## src/rtl/rotor_stepper_n.sv

```systemverilog
// Rotor-position stepping engine for N Enigma rotors.
// Supports mechanical double-step and odometer stepping, static leftmost rotors,
// multi-notch rotors, a step counter and one-cycle period/wrap pulses.
// All next-state decisions come from registered positions in a single cycle.
module rotor_stepper_n #(
    parameter int NR    = 3,
    parameter int NSTEP = 3,
    parameter int ALPHA = 26,
    parameter int W     = 5,
    parameter int CW    = 16
) (
    input  logic                  clk,
    input  logic                  reset,
    input  logic                  load,
    input  logic [NR*W-1:0]       init_pos,
    input  logic [NR*ALPHA-1:0]   notch,
    input  logic                  step,
    input  logic                  mode,
    output logic [NR*W-1:0]       pos,
    output logic [CW-1:0]         step_cnt,
    output logic                  cycle_done,
    output logic                  wrap,
    output logic                  load_err
);

    // Registered state (stage 1).
    logic [W-1:0]     pos_p1   [NR];
    logic [W-1:0]     start_p1 [NR];
    logic [CW-1:0]    cnt_p1;
    logic             done_p1;
    logic             wrap_p1;
    logic             lerr_p1;

    // Combinational next-state terms derived from stage-1 registers (stage 0).
    logic [W-1:0]     init_p0  [NR];
    logic [NR-1:0]    bad_p0;
    logic [NR-1:0]    hit_p0;
    logic [NSTEP-1:0] en_mech_p0;
    logic [NSTEP-1:0] en_odo_p0;
    logic [NSTEP-1:0] sel_p0;
    logic [NSTEP:0]   run_max_p0;
    logic [W-1:0]     nxt_p0   [NR];
    logic             match_p0;
    logic             unused_hits;

    // Modular increment; the only arithmetic ever applied to a position.
    function automatic logic [W-1:0] inc_pos(input logic [W-1:0] p);
        return (p == W'(ALPHA - 1)) ? '0 : p + W'(1);
    endfunction

    // Notch lookup that never indexes beyond the alphabet.
    function automatic logic notch_at(input logic [ALPHA-1:0] mask,
                                      input logic [W-1:0]     p);
        logic hit;
        hit = 1'b0;
        for (int k = 0; k < ALPHA; k++) begin
            if (p == W'(k)) begin
                hit = mask[k];
            end
        end
        return hit;
    endfunction

    // Sanitise load values: out-of-alphabet slices load as 0 and flag an error.
    always_comb begin
        for (int i = 0; i < NR; i++) begin
            bad_p0[i]  = int'(init_pos[i*W +: W]) >= ALPHA;
            init_p0[i] = bad_p0[i] ? '0 : init_pos[i*W +: W];
        end
    end

    // Per-rotor notch hit at its current position; only the lower rotors'
    // hits drive stepping, the rest are folded into a discard term.
    always_comb begin
        for (int i = 0; i < NR; i++) begin
            hit_p0[i] = notch_at(notch[i*ALPHA +: ALPHA], pos_p1[i]);
        end
        unused_hits = ^hit_p0;
    end

    // Mechanical enables: pawl from the right neighbour's notch, plus the
    // double-step of a middle rotor sitting on its own notch.
    always_comb begin
        en_mech_p0    = '0;
        en_mech_p0[0] = 1'b1;
        for (int i = 1; i < NSTEP; i++) begin
            en_mech_p0[i] = hit_p0[i-1];
            if (i < NSTEP - 1) begin
                en_mech_p0[i] = en_mech_p0[i] | hit_p0[i];
            end
        end
    end

    // Odometer enables: a rotor moves when every faster rotor is at its last
    // position; the carry past the last stepping rotor is the wrap.
    always_comb begin
        run_max_p0    = '0;
        run_max_p0[0] = 1'b1;
        for (int i = 0; i < NSTEP; i++) begin
            run_max_p0[i+1] = run_max_p0[i] & (pos_p1[i] == W'(ALPHA - 1));
        end
        en_odo_p0 = run_max_p0[NSTEP-1:0];
    end

    // Next positions for an accepted step and the return-to-start compare.
    always_comb begin
        sel_p0   = mode ? en_odo_p0 : en_mech_p0;
        match_p0 = 1'b1;
        for (int i = 0; i < NR; i++) begin
            nxt_p0[i] = pos_p1[i];
        end
        for (int i = 0; i < NSTEP; i++) begin
            if (sel_p0[i]) begin
                nxt_p0[i] = inc_pos(pos_p1[i]);
            end
        end
        for (int i = 0; i < NR; i++) begin
            if (nxt_p0[i] != start_p1[i]) begin
                match_p0 = 1'b0;
            end
        end
    end

    // State update with priority reset > load > step > hold; pulses self-clear.
    always_ff @(posedge clk) begin
        if (reset) begin
            for (int i = 0; i < NR; i++) begin
                pos_p1[i]   <= '0;
                start_p1[i] <= '0;
            end
            cnt_p1  <= '0;
            done_p1 <= 1'b0;
            wrap_p1 <= 1'b0;
            lerr_p1 <= 1'b0;
        end else if (load) begin
            for (int i = 0; i < NR; i++) begin
                pos_p1[i]   <= init_p0[i];
                start_p1[i] <= init_p0[i];
            end
            cnt_p1  <= '0;
            done_p1 <= 1'b0;
            wrap_p1 <= 1'b0;
            lerr_p1 <= |bad_p0;
        end else if (step) begin
            for (int i = 0; i < NR; i++) begin
                pos_p1[i] <= nxt_p0[i];
            end
            cnt_p1  <= cnt_p1 + CW'(1);
            done_p1 <= match_p0;
            wrap_p1 <= mode & run_max_p0[NSTEP];
        end else begin
            done_p1 <= 1'b0;
            wrap_p1 <= 1'b0;
        end
    end

    // Flatten registered positions onto the output bus.
    always_comb begin
        for (int i = 0; i < NR; i++) begin
            pos[i*W +: W] = pos_p1[i];
        end
    end

    assign step_cnt   = cnt_p1;
    assign cycle_done = done_p1;
    assign wrap       = wrap_p1;
    assign load_err   = lerr_p1;

endmodule

```

## config.mk

```make
export PLATFORM = sky130hd
export DESIGN_NAME = rotor_stepper_n
export DESIGN_NICKNAME = d
export VERILOG_FILES = /design/src/rtl/rotor_stepper_n.sv
export SDC_FILE = /design/constraint.sdc
export NUM_CORES = 1
export LEC_CHECK = 0
export ABC_AREA = 1
export CAP_MARGIN = 5
export CORE_MARGIN = 8
export CORE_UTILIZATION = 30
export DETAILED_ROUTE_END_ITERATION = 10
export DONT_BUFFER_PORTS = 1
export PLACE_DENSITY_LB_ADDON = 0.12
export SYNTH_ARGS = -nofsm -noshare
export SYNTH_HDL_FRONTEND = slang
export SYNTH_SLANG_ARGS = --single-unit
```

## constraint.sdc

```tcl
create_clock -name clk -period 7.75 [get_ports clk]
set_input_delay 1.55 -clock clk [delete_from_list [all_inputs] [get_ports clk]]
set_output_delay 1.55 -clock clk [all_outputs]
set_load 0.005 [all_outputs]
```

==> results of run 1 <==
## through the flow
stage / area (sq um) / power [mW] / setup WS [ps] / cells / util (%)
final: 4150 / 0.707 / 3780 / 756 / 33.1
after global routing: 4150 / 0.758 / 3340 / 756 / 33.1
after CTS: 4150 / 0.719 / 3600 / 756 / 33.1
after detailed placement: 4010 / 0.506 / 3300 / 748 / 32.0
after global placement: 4010 / 0.504 / 3350 / 748 / 32.0
after floorplan: 3810 / 0.460 / 4090 / 581 / -
## kinds of logic (layout without fill, tap and decap cells)
logic type / count (synthesis) / after routing / share of synthesized area, %
compound gates: 76 / 76 / 12.2
xor+xnor: 6 / 6 / 1.38
fa+ha+maj: 13 / 13 / 4.27
buf+inv: 121 / 124 / 12.0
flops: 49 / 49 / 33.6
simple gates: 316 / 316 / 36.5
## worst max-delay path: stages
cell	delay, ps
nor2_1	640
clkinv_1	150
buf_4	270
nor2_1	240
buf_4	220
clkinv_1	310
nor4_1	420
nand3_1	130
nor2_1	100
nand3_1	80
nor2_1	90
## layout make-up
class | count | area share (%)
timing repair buffer | 2 | 0.362
sequential | 49 | 30.9
clock buffer | 6 | 3.11
multi-input combinational | 411 | 49.9
clock inverter | 2 | 0.241
inverter | 114 | 10.3
tap | 172 | 5.19
## per-layer routing
metal / track usage [%] / up-vias / routed length, microns
met3: 4.68 / 8 / 890
met2: 22.6 / 92 / 5090
met5: 0 / - / 0
met1: 15.0 / 1572 / 4800
met4: 3.80 / 0 / 153
li1: - / 1876 / -
## sequential cells by signal, summed over array words and instances, names as in the netlist
signal	cells
pos_p1	15
start_p1	15
load_err	1
wrap	1
cycle_done	1
step_cnt	16
## power breakdown
group / switching [mW] / total (mW) / internal (mW)
sequential: 0.0212 / 0.314 / 0.293
clock: 0.0911 / 0.210 / 0.119
combinational: 0.122 / 0.183 / 0.0614
total: 0.234 / 0.707 / 0.473
## path summary, 6_finish.rpt
check,startpoint,end,slack (ps)
worst min-delay path,load_err$_SDFFE_PP0P_,load_err$_SDFFE_PP0P_,510
worst min register to register,load_err$_SDFFE_PP0P_,load_err$_SDFFE_PP0P_,510
worst max-delay path,load,cycle_done$_SDFF_PP0_,3780
worst max register to register,pos_p1[0][6]$_DFFE_PP_,cycle_done$_SDFF_PP0_,4150
## cell usage in the layout (no fill, tap or decap), types with 3 or more instances in the layout
master / n
inv_2: 4
nor3_1: 23
nor2_1: 59
ha_1: 13
clkbuf_16: 5
edfxtp_1: 30
o22ai_1: 3
a31o_2: 6
nor2_4: 3
nand2_2: 3
o21ai_1: 5
inv_1: 105
a21oi_1: 19
o21bai_1: 9
nand3b_1: 4
nand3_1: 59
o21ai_0: 24
dfxtp_1: 19
nand2_1: 147
clkinv_1: 5
xor2_1: 5
nand4_1: 7
==> flow_summary.json, run 1 <==
{
  "run_status": "completed",
  "vdd.ir_drop.worst_uv": 82.8,
  "r2r.worst_path.cells": 37,
  "worst_setup_path_end_kind": "flip-flop",
  "drv_cap": 0,
  "startpoint_type": "input port",
  "fmax_mhz": 252,
  "hold_buffers": 0,
  "ys_seq_area_share_pct": 33.6,
  "cp.required_ps": 7980,
  "dr.pass1.iters": 4,
  "whs_ps": 513,
  "drv_slew": 0,
  "num_rows": 41,
  "setup-tns-final_ps": 0,
  "synth_area_sq_um": 3810,
  "crit_path_max_fanout": 22,
  "grt_max_degree": 23,
  "port_buffers": 0,
  "yosysTopAreaCell": "edfxtp_1",
  "cts_tree": "built",
  "antenna_found_initial": 0,
  "drc": 0,
  "finalHoldViolCount": 0,
  "multi_input_area_sq_um": 2070,
  "final-setup-viol-count": 0,
  "path_class": "input port to flip-flop",
  "cts_resized": 0,
  "max-slew-margin-rel_pct": 43.0,
  "hold_depth": 2,
  "p_per_area_nw_per_um2": 170,
  "cts_setup_buffers": 0,
  "grt_pass1_wl_mm": 17.5,
  "fin_crit_ps": 3970,
  "via_count": 3548,
  "routedWlPerCell_microns": 14.5,
  "clk_pin_slew_ps": 60,
  "cts_root_buf": "clkbuf_16",
  "n_antenna_cell": 0,
  "nets": 694,
  "synth_flop_cell": "edfxtp_1",
  "routed_wirelength_mm": 10.9,
  "synth-edff-count": 30,
  "synthCells": 581,
  "regArea_sq_um": 1280,
  "synth_most_common_cell": "nand2_1",
  "ant_nets": 0,
  "yosys_warnings": 0,
  "drt-vias-per-instance": 4.69,
  "drive_gt1_share_pct": 5.48,
  "grt_pass1_vias": 3498,
  "dp_hpwl_mm": 8.83,
  "coreArea_sq_um": 12500,
  "overflow": 0,
  "synth.distinct_cells": 39,
  "htreeDepth": 2,
  "fin_skew_ps": 3.60,
  "clock_path_buffers": 2,
  "min_path_type": "flip-flop to flip-flop",
  "start_util_pct": 30.4,
  "worstMarginPinSlew_ps": 851,
  "die_width_microns": 129,
  "die-area_sq_um": 16600,
  "grtUsageTotal_pct": 13.1,
  "die_h_microns": 129,
  "netlist_top_cells_area": "edfxtp_1 (24%), nand2_1 (14%), inv_1 (10%)",
  "first_iter_violations": 215,
  "cts_buffers": 5,
  "synth_common_cells": "nand2_1 (147), inv_1 (105), nand3_1 (59), nor2_1 (59), edfxtp_1 (30)",
  "fillers": 1448,
  "syn_nets": 692,
  "place_congestion": 0.816,
  "async_reset_ff_share_pct": 0,
  "area_growth_pct": 8.86,
  "avgSynthCellArea_sq_um": 6.56,
  "p_leak_nw": 1.85,
  "clk_latency_ps": 290,
  "clock-sinks": 49,
  "fin_crit_sh_pct": 51.3,
  "io_pins": 132,
  "synth_top_area_share_pct": 23.6,
  "rsz0062_at_grt": "false",
  "cp.arrival_ps": 4200,
  "ys_seq_elements": 49
}
(Power assumes the default switching activity.)
==> inputs of run 2 (changes only) <==
==> constraint.sdc (replaced) <==
create_clock -name clk -period 3.7 [get_ports clk]
set_input_delay 0.74 -clock clk [delete_from_list [all_inputs] [get_ports clk]]
set_output_delay 0.74 -clock clk [all_outputs]
set_load 0.005 [all_outputs]
==> run 2 against run 1 <==
Net effect: hold slack got worse by 1.4 ps; cell count increased by 3.0%; non-clock buffer count rose by 22; final area up 7.8%; via count increased by 2.7%; critical path depth is 27 higher; first-iteration DRC count shrank 1.9%; critical path type is now flip-flop to flip-flop.
==> flow_summary.json, run 2 (synthesis gave the netlist of run 1 again) <==
{
  "run_status": "completed",
  "worstMarginPinSlew_ps": 782,
  "drv_cap": 0,
  "dp.cells": 759,
  "largest_register_ffs": 16,
  "post_dp_cell_area_sq_um": 4090,
  "path_class": "flip-flop to flip-flop",
  "p_per_area_nw_per_um2": 350,
  "drive_gt1_share_pct": 12.9,
  "drt-vias-per-instance": 4.68,
  "fin_crit_sh_pct": 88.9,
  "clock-sinks": 49,
  "drv_slew": 0,
  "nets": 717,
  "cp.arrival_ps": 3510,
  "clock_path_buffers": 2,
  "coreArea_sq_um": 12500,
  "p_leak_nw": 1.96,
  "final_cell_mix": "nand2_1 (142), inv_1 (100), nand3_1 (58)",
  "antenna_found_initial": 0,
  "vdd.ir_drop.worst_uv": 234,
  "via_count": 3644,
  "path_common_cell": "nand2_1",
  "die-area_sq_um": 16600,
  "die_h_microns": 129,
  "worst_setup_path_end_kind": "flip-flop",
  "dp_slack_ps": 240,
  "grt_max_degree": 23,
  "overflow": 0,
  "final_cell_area_sq_um": 4470,
  "port_buffers": 0,
  "cts_buffers": 5,
  "cp_slowest_cell": "edfxtp_1",
  "startpoint_type": "flip-flop",
  "num_rows": 41,
  "ant_nets": 0,
  "fillers": 1408,
  "first_iter_violations": 211,
  "regArea_sq_um": 1280,
  "dr_wl_met3_microns": 820,
  "routedWlPerCell_microns": 14.3,
  "cp.required_ps": 3920,
  "grt_pass1_wl_mm": 17.5,
  "routed_wirelength_mm": 11.1,
  "cp_slowest_stage_delay_ps": 480,
  "start_util_pct": 30.4,
  "dr.pass1.iters": 4,
  "finalPower_mw": 1.57,
  "grtUsageTotal_pct": 13.2,
  "cts_tree": "built",
  "fin_skew_ps": 5.58,
  "grt_pass1_vias": 3578,
  "dr_wl_met2_mm": 5.39,
  "crit_path_max_fanout": 6,
  "min_path_type": "flip-flop to flip-flop",
  "n_antenna_cell": 0,
  "final_common_cell": "nand2_1",
  "cts_root_buf": "clkbuf_16",
  "die_width_microns": 129,
  "clk_pin_slew_ps": 60,
  "area_growth_pct": 17.4,
  "finalHoldViolCount": 0,
  "final-setup-viol-count": 0,
  "multi_input_area_sq_um": 2210,
  "max-slew-margin-rel_pct": 47.5,
  "top_layer": "met4",
  "reg2reg_slack_ps": 410,
  "setup-tns-final_ps": 0,
  "setup_slack_ps": 411,
  "wl_met1_mm": 4.81,
  "fin_crit_ps": 3290,
  "place_congestion": 0.832,
  "io_pins": 132,
  "drc": 0,
  "clk_latency_ps": 290,
  "htreeDepth": 2,
  "dp_hpwl_mm": 8.93,
  "fmax_mhz": 304,
  "instances_no_fill": 779
}
==> run 2: critical path, delay by kind of cell, from the launching register on <==
| kind | cells | cell delay, ps |
|---|---|---|
| AOI/OAI and AO/OA | 1 | 250 |
| adders and majority gates | 1 | 170 |
| and+or+nand+nor | 34 | 2080 |
| buffers and inverters | 2 | 250 |
| DFF | 1 | 480 |
==> run 2: cell type report <==
cell class	count	area share (%)
Clock buffer	7	2.97
Multi-Input combinational cell	412	49.5
Inverter	114	9.57
Clock inverter	1	0.168
Sequential cell	49	28.6
Tap cell	172	4.81
Timing Repair Buffer	24	4.39
==> run 2: final timing paths <==
kind	from	endpoint	depth (start not counted)
worst min register to register	load_err$_SDFFE_PP0P_	load_err$_SDFFE_PP0P_	2
worst min-delay path	load_err$_SDFFE_PP0P_	load_err$_SDFFE_PP0P_	2
worst max register to register	pos_p1[0][6]$_DFFE_PP_	cycle_done$_SDFF_PP0_	38
worst max-delay path	pos_p1[0][6]$_DFFE_PP_	cycle_done$_SDFF_PP0_	38
==> run 2: routing by layer <==
metal	vias to the layer above	GRT usage, %
met1	1631	15.1
met2	80	23.2
met4	0	3.52
li1	1926	-
met3	7	4.22
met5	-	0
==> run 2: repair_timing <==
action / CTS / global route
setup buffers: 0 / 11
setup endpoints to repair: 0 / 7
gates resized for setup: 0 / 35
hold buffers: 0 / 0
==> run 2: per-stage QoR <==
step	hold slack (ps)	util, %
2_1_floorplan	452	-
3_3_place_gp	493	32.7
3_5_place_dp	504	32.7
4_1_cts	516	33.8
5_1_grt	528	35.7
6_report	512	35.7
==> run 2: where the power goes <==
part	internal, mW	switching (mW)	leakage, nW
clock	0.251	0.191	0.0641
combinational	0.182	0.290	1.40
sequential	0.614	0.0376	0.486
==> inputs of run 3 (changes only) <==
--- a/config.mk
+++ b/config.mk
@@ -11,7 +11,10 @@
 export CORE_UTILIZATION = 30
 export DETAILED_ROUTE_END_ITERATION = 10
 export DONT_BUFFER_PORTS = 1
+export HOLD_SLACK_MARGIN = 0.05
 export PLACE_DENSITY_LB_ADDON = 0.12
+export RECOVER_POWER = 100
+export SETUP_SLACK_MARGIN = 0.1
 export SYNTH_ARGS = -nofsm -noshare
 export SYNTH_HDL_FRONTEND = slang
 export SYNTH_SLANG_ARGS = --single-unit
==> run 3 against run 2 <==
Net effect: wire length about the same; sequential power barely moved; critical path depth stayed put; count of clock-buffer cells in the layout did not move; non-clock buffer count unchanged; largest power group unchanged; highest routed layer unchanged; cell count did not move; hold slack is essentially flat; combinational power decreased by 0.8%; die area unchanged.
==> flow_summary.json, run 3 (synthesis gave the netlist of run 1 again) <==
{
  "clk_pin_slew_ps": 60,
  "hold_buffers": 0,
  "cp.arrival_ps": 3500,
  "fillers": 1414,
  "min_path_type": "flip-flop to flip-flop",
  "fin_crit_sh_pct": 88.8,
  "die_h_microns": 129,
  "drt-vias-per-instance": 4.69,
  "via_count": 3653,
  "grtUsageTotal_pct": 13.2,
  "place_congestion": 0.832,
  "grt_max_degree": 23,
  "io_pins": 132,
  "drv_slew": 0,
  "coreArea_sq_um": 12500,
  "setup-tns-final_ps": 0,
  "p_leak_nw": 1.93,
  "dr.pass1.iters": 4,
  "drive_gt1_share_pct": 11.9,
  "nets": 717,
  "final_cell_area_sq_um": 4450,
  "overflow": 0,
  "cts_buffers": 5,
  "cts_tree": "built",
  "crit_path_max_fanout": 6,
  "fmax_mhz": 304,
  "largest_register_ffs": 16,
  "clock_path_buffers": 2,
  "worstMarginPinSlew_ps": 782,
  "multi_input_area_sq_um": 2210,
  "finalHoldViolCount": 0,
  "area_growth_pct": 16.8,
  "ant_nets": 0,
  "n_antenna_cell": 0,
  "grt_pass1_vias": 3578,
  "path_class": "flip-flop to flip-flop",
  "drc": 0,
  "drv_cap": 0,
  "cts_root_buf": "clkbuf_16",
  "rsz0062_at_grt": "true",
  "clock-sinks": 49,
  "post_dp_cell_area_sq_um": 4090,
  "cp_slowest_stage_delay_ps": 480,
  "p_per_area_nw_per_um2": 351,
  "antenna_found_initial": 0,
  "max-slew-margin-rel_pct": 47.5,
  "die_width_microns": 129,
  "port_buffers": 0,
  "path_common_cell": "nand2_1",
  "grt_pass1_wl_mm": 17.5,
  "worst_setup_path_end_kind": "flip-flop",
  "final-setup-viol-count": 0,
  "clk_latency_ps": 290,
  "die-area_sq_um": 16600,
  "num_rows": 41,
  "final_common_cell": "nand2_1",
  "final_cell_mix": "nand2_1 (142), inv_1 (100), nand3_1 (58)",
  "fin_skew_ps": 5.58,
  "startpoint_type": "flip-flop",
  "run_status": "completed",
  "regArea_sq_um": 1280,
  "final_core_utilization_pct": 35.6,
  "fin_crit_ps": 3290,
  "htreeDepth": 2,
  "routedWlPerCell_microns": 14.3,
  "vdd.ir_drop.worst_uv": 234,
  "first_iter_violations": 235,
  "start_util_pct": 30.4,
  "cp_slowest_cell": "edfxtp_1",
  "cp.required_ps": 3920,
  "dp_hpwl_mm": 8.93,
  "routed_wirelength_mm": 11.1
}
==> run 3: cell count changes in the layout (fill, tap and decap cells not counted) <==
cell      delta
buf_4        -6
clkbuf_1     +6
==> run 3: path summary, 6_finish.rpt <==
path	startpoint	end	slack, ps	cells after the start
worst max register to register	pos_p1[0][6]$_DFFE_PP_	cycle_done$_SDFF_PP0_	410	38
worst min register to register	load_err$_SDFFE_PP0P_	load_err$_SDFFE_PP0P_	510	2
worst max-delay path	pos_p1[0][6]$_DFFE_PP_	cycle_done$_SDFF_PP0_	410	38
worst min-delay path	load_err$_SDFFE_PP0P_	load_err$_SDFFE_PP0P_	510	2
==> run 3: final cells by class <==
cell class                 count  share of cell area (%)
multi-input combinational    412                    49.7
sequential                    49                    28.8
inverter                     114                    9.61
tap                          172                    4.84
timing repair buffer          24                    3.91
clock buffer                   7                    2.98
clock inverter                 1                   0.169
==> run 3: per-layer routing <==
metal | up-vias | global-route usage [%] | wire [microns]
met1 | 1640 | 15.1 | 4830
met5 | - | 0 | 0
met2 | 83 | 23.2 | 5370
li1 | 1923 | - | -
met3 | 7 | 4.22 | 820
met4 | 0 | 3.52 | 118
==> run 3: what timing repair did <==
action	CTS	global route
gates resized for setup	0	35
setup endpoints to repair	0	11
buffers inserted	0	11
==> run 3: report_power, final <==
group | internal [mW] | total, mW | switching [mW]
sequential | 0.614 | 0.651 | 0.0374
combinational | 0.178 | 0.468 | 0.290
clock | 0.251 | 0.442 | 0.191
total | 1.04 | 1.56 | 0.519
==> run 3: worst max-delay path, delay by kind of cell, from the launching register on <==
family	cells	cell delay, ps
AO/OA/AOI/OAI	1	250
adder cells (fa/ha/maj)	1	170
AND/OR/NAND/NOR	34	2060
flip-flops	1	480
buffers and inverters	2	250
==> run 3: through the flow <==
| stage | hold WS, ps | total power, mW | cells | worst slack (ps) |
|---|---|---|---|---|
| 2_1_floorplan | 452 | 0.963 | 581 | 736 |
| 3_3_place_gp | 493 | 1.07 | 759 | 266 |
| 3_5_place_dp | 504 | 1.07 | 759 | 240 |
| 4_1_cts | 516 | 1.52 | 767 | 220 |
| 5_1_grt | 531 | 1.67 | 779 | -12.7 |
| 6_report | 512 | 1.56 | 779 | 415 |
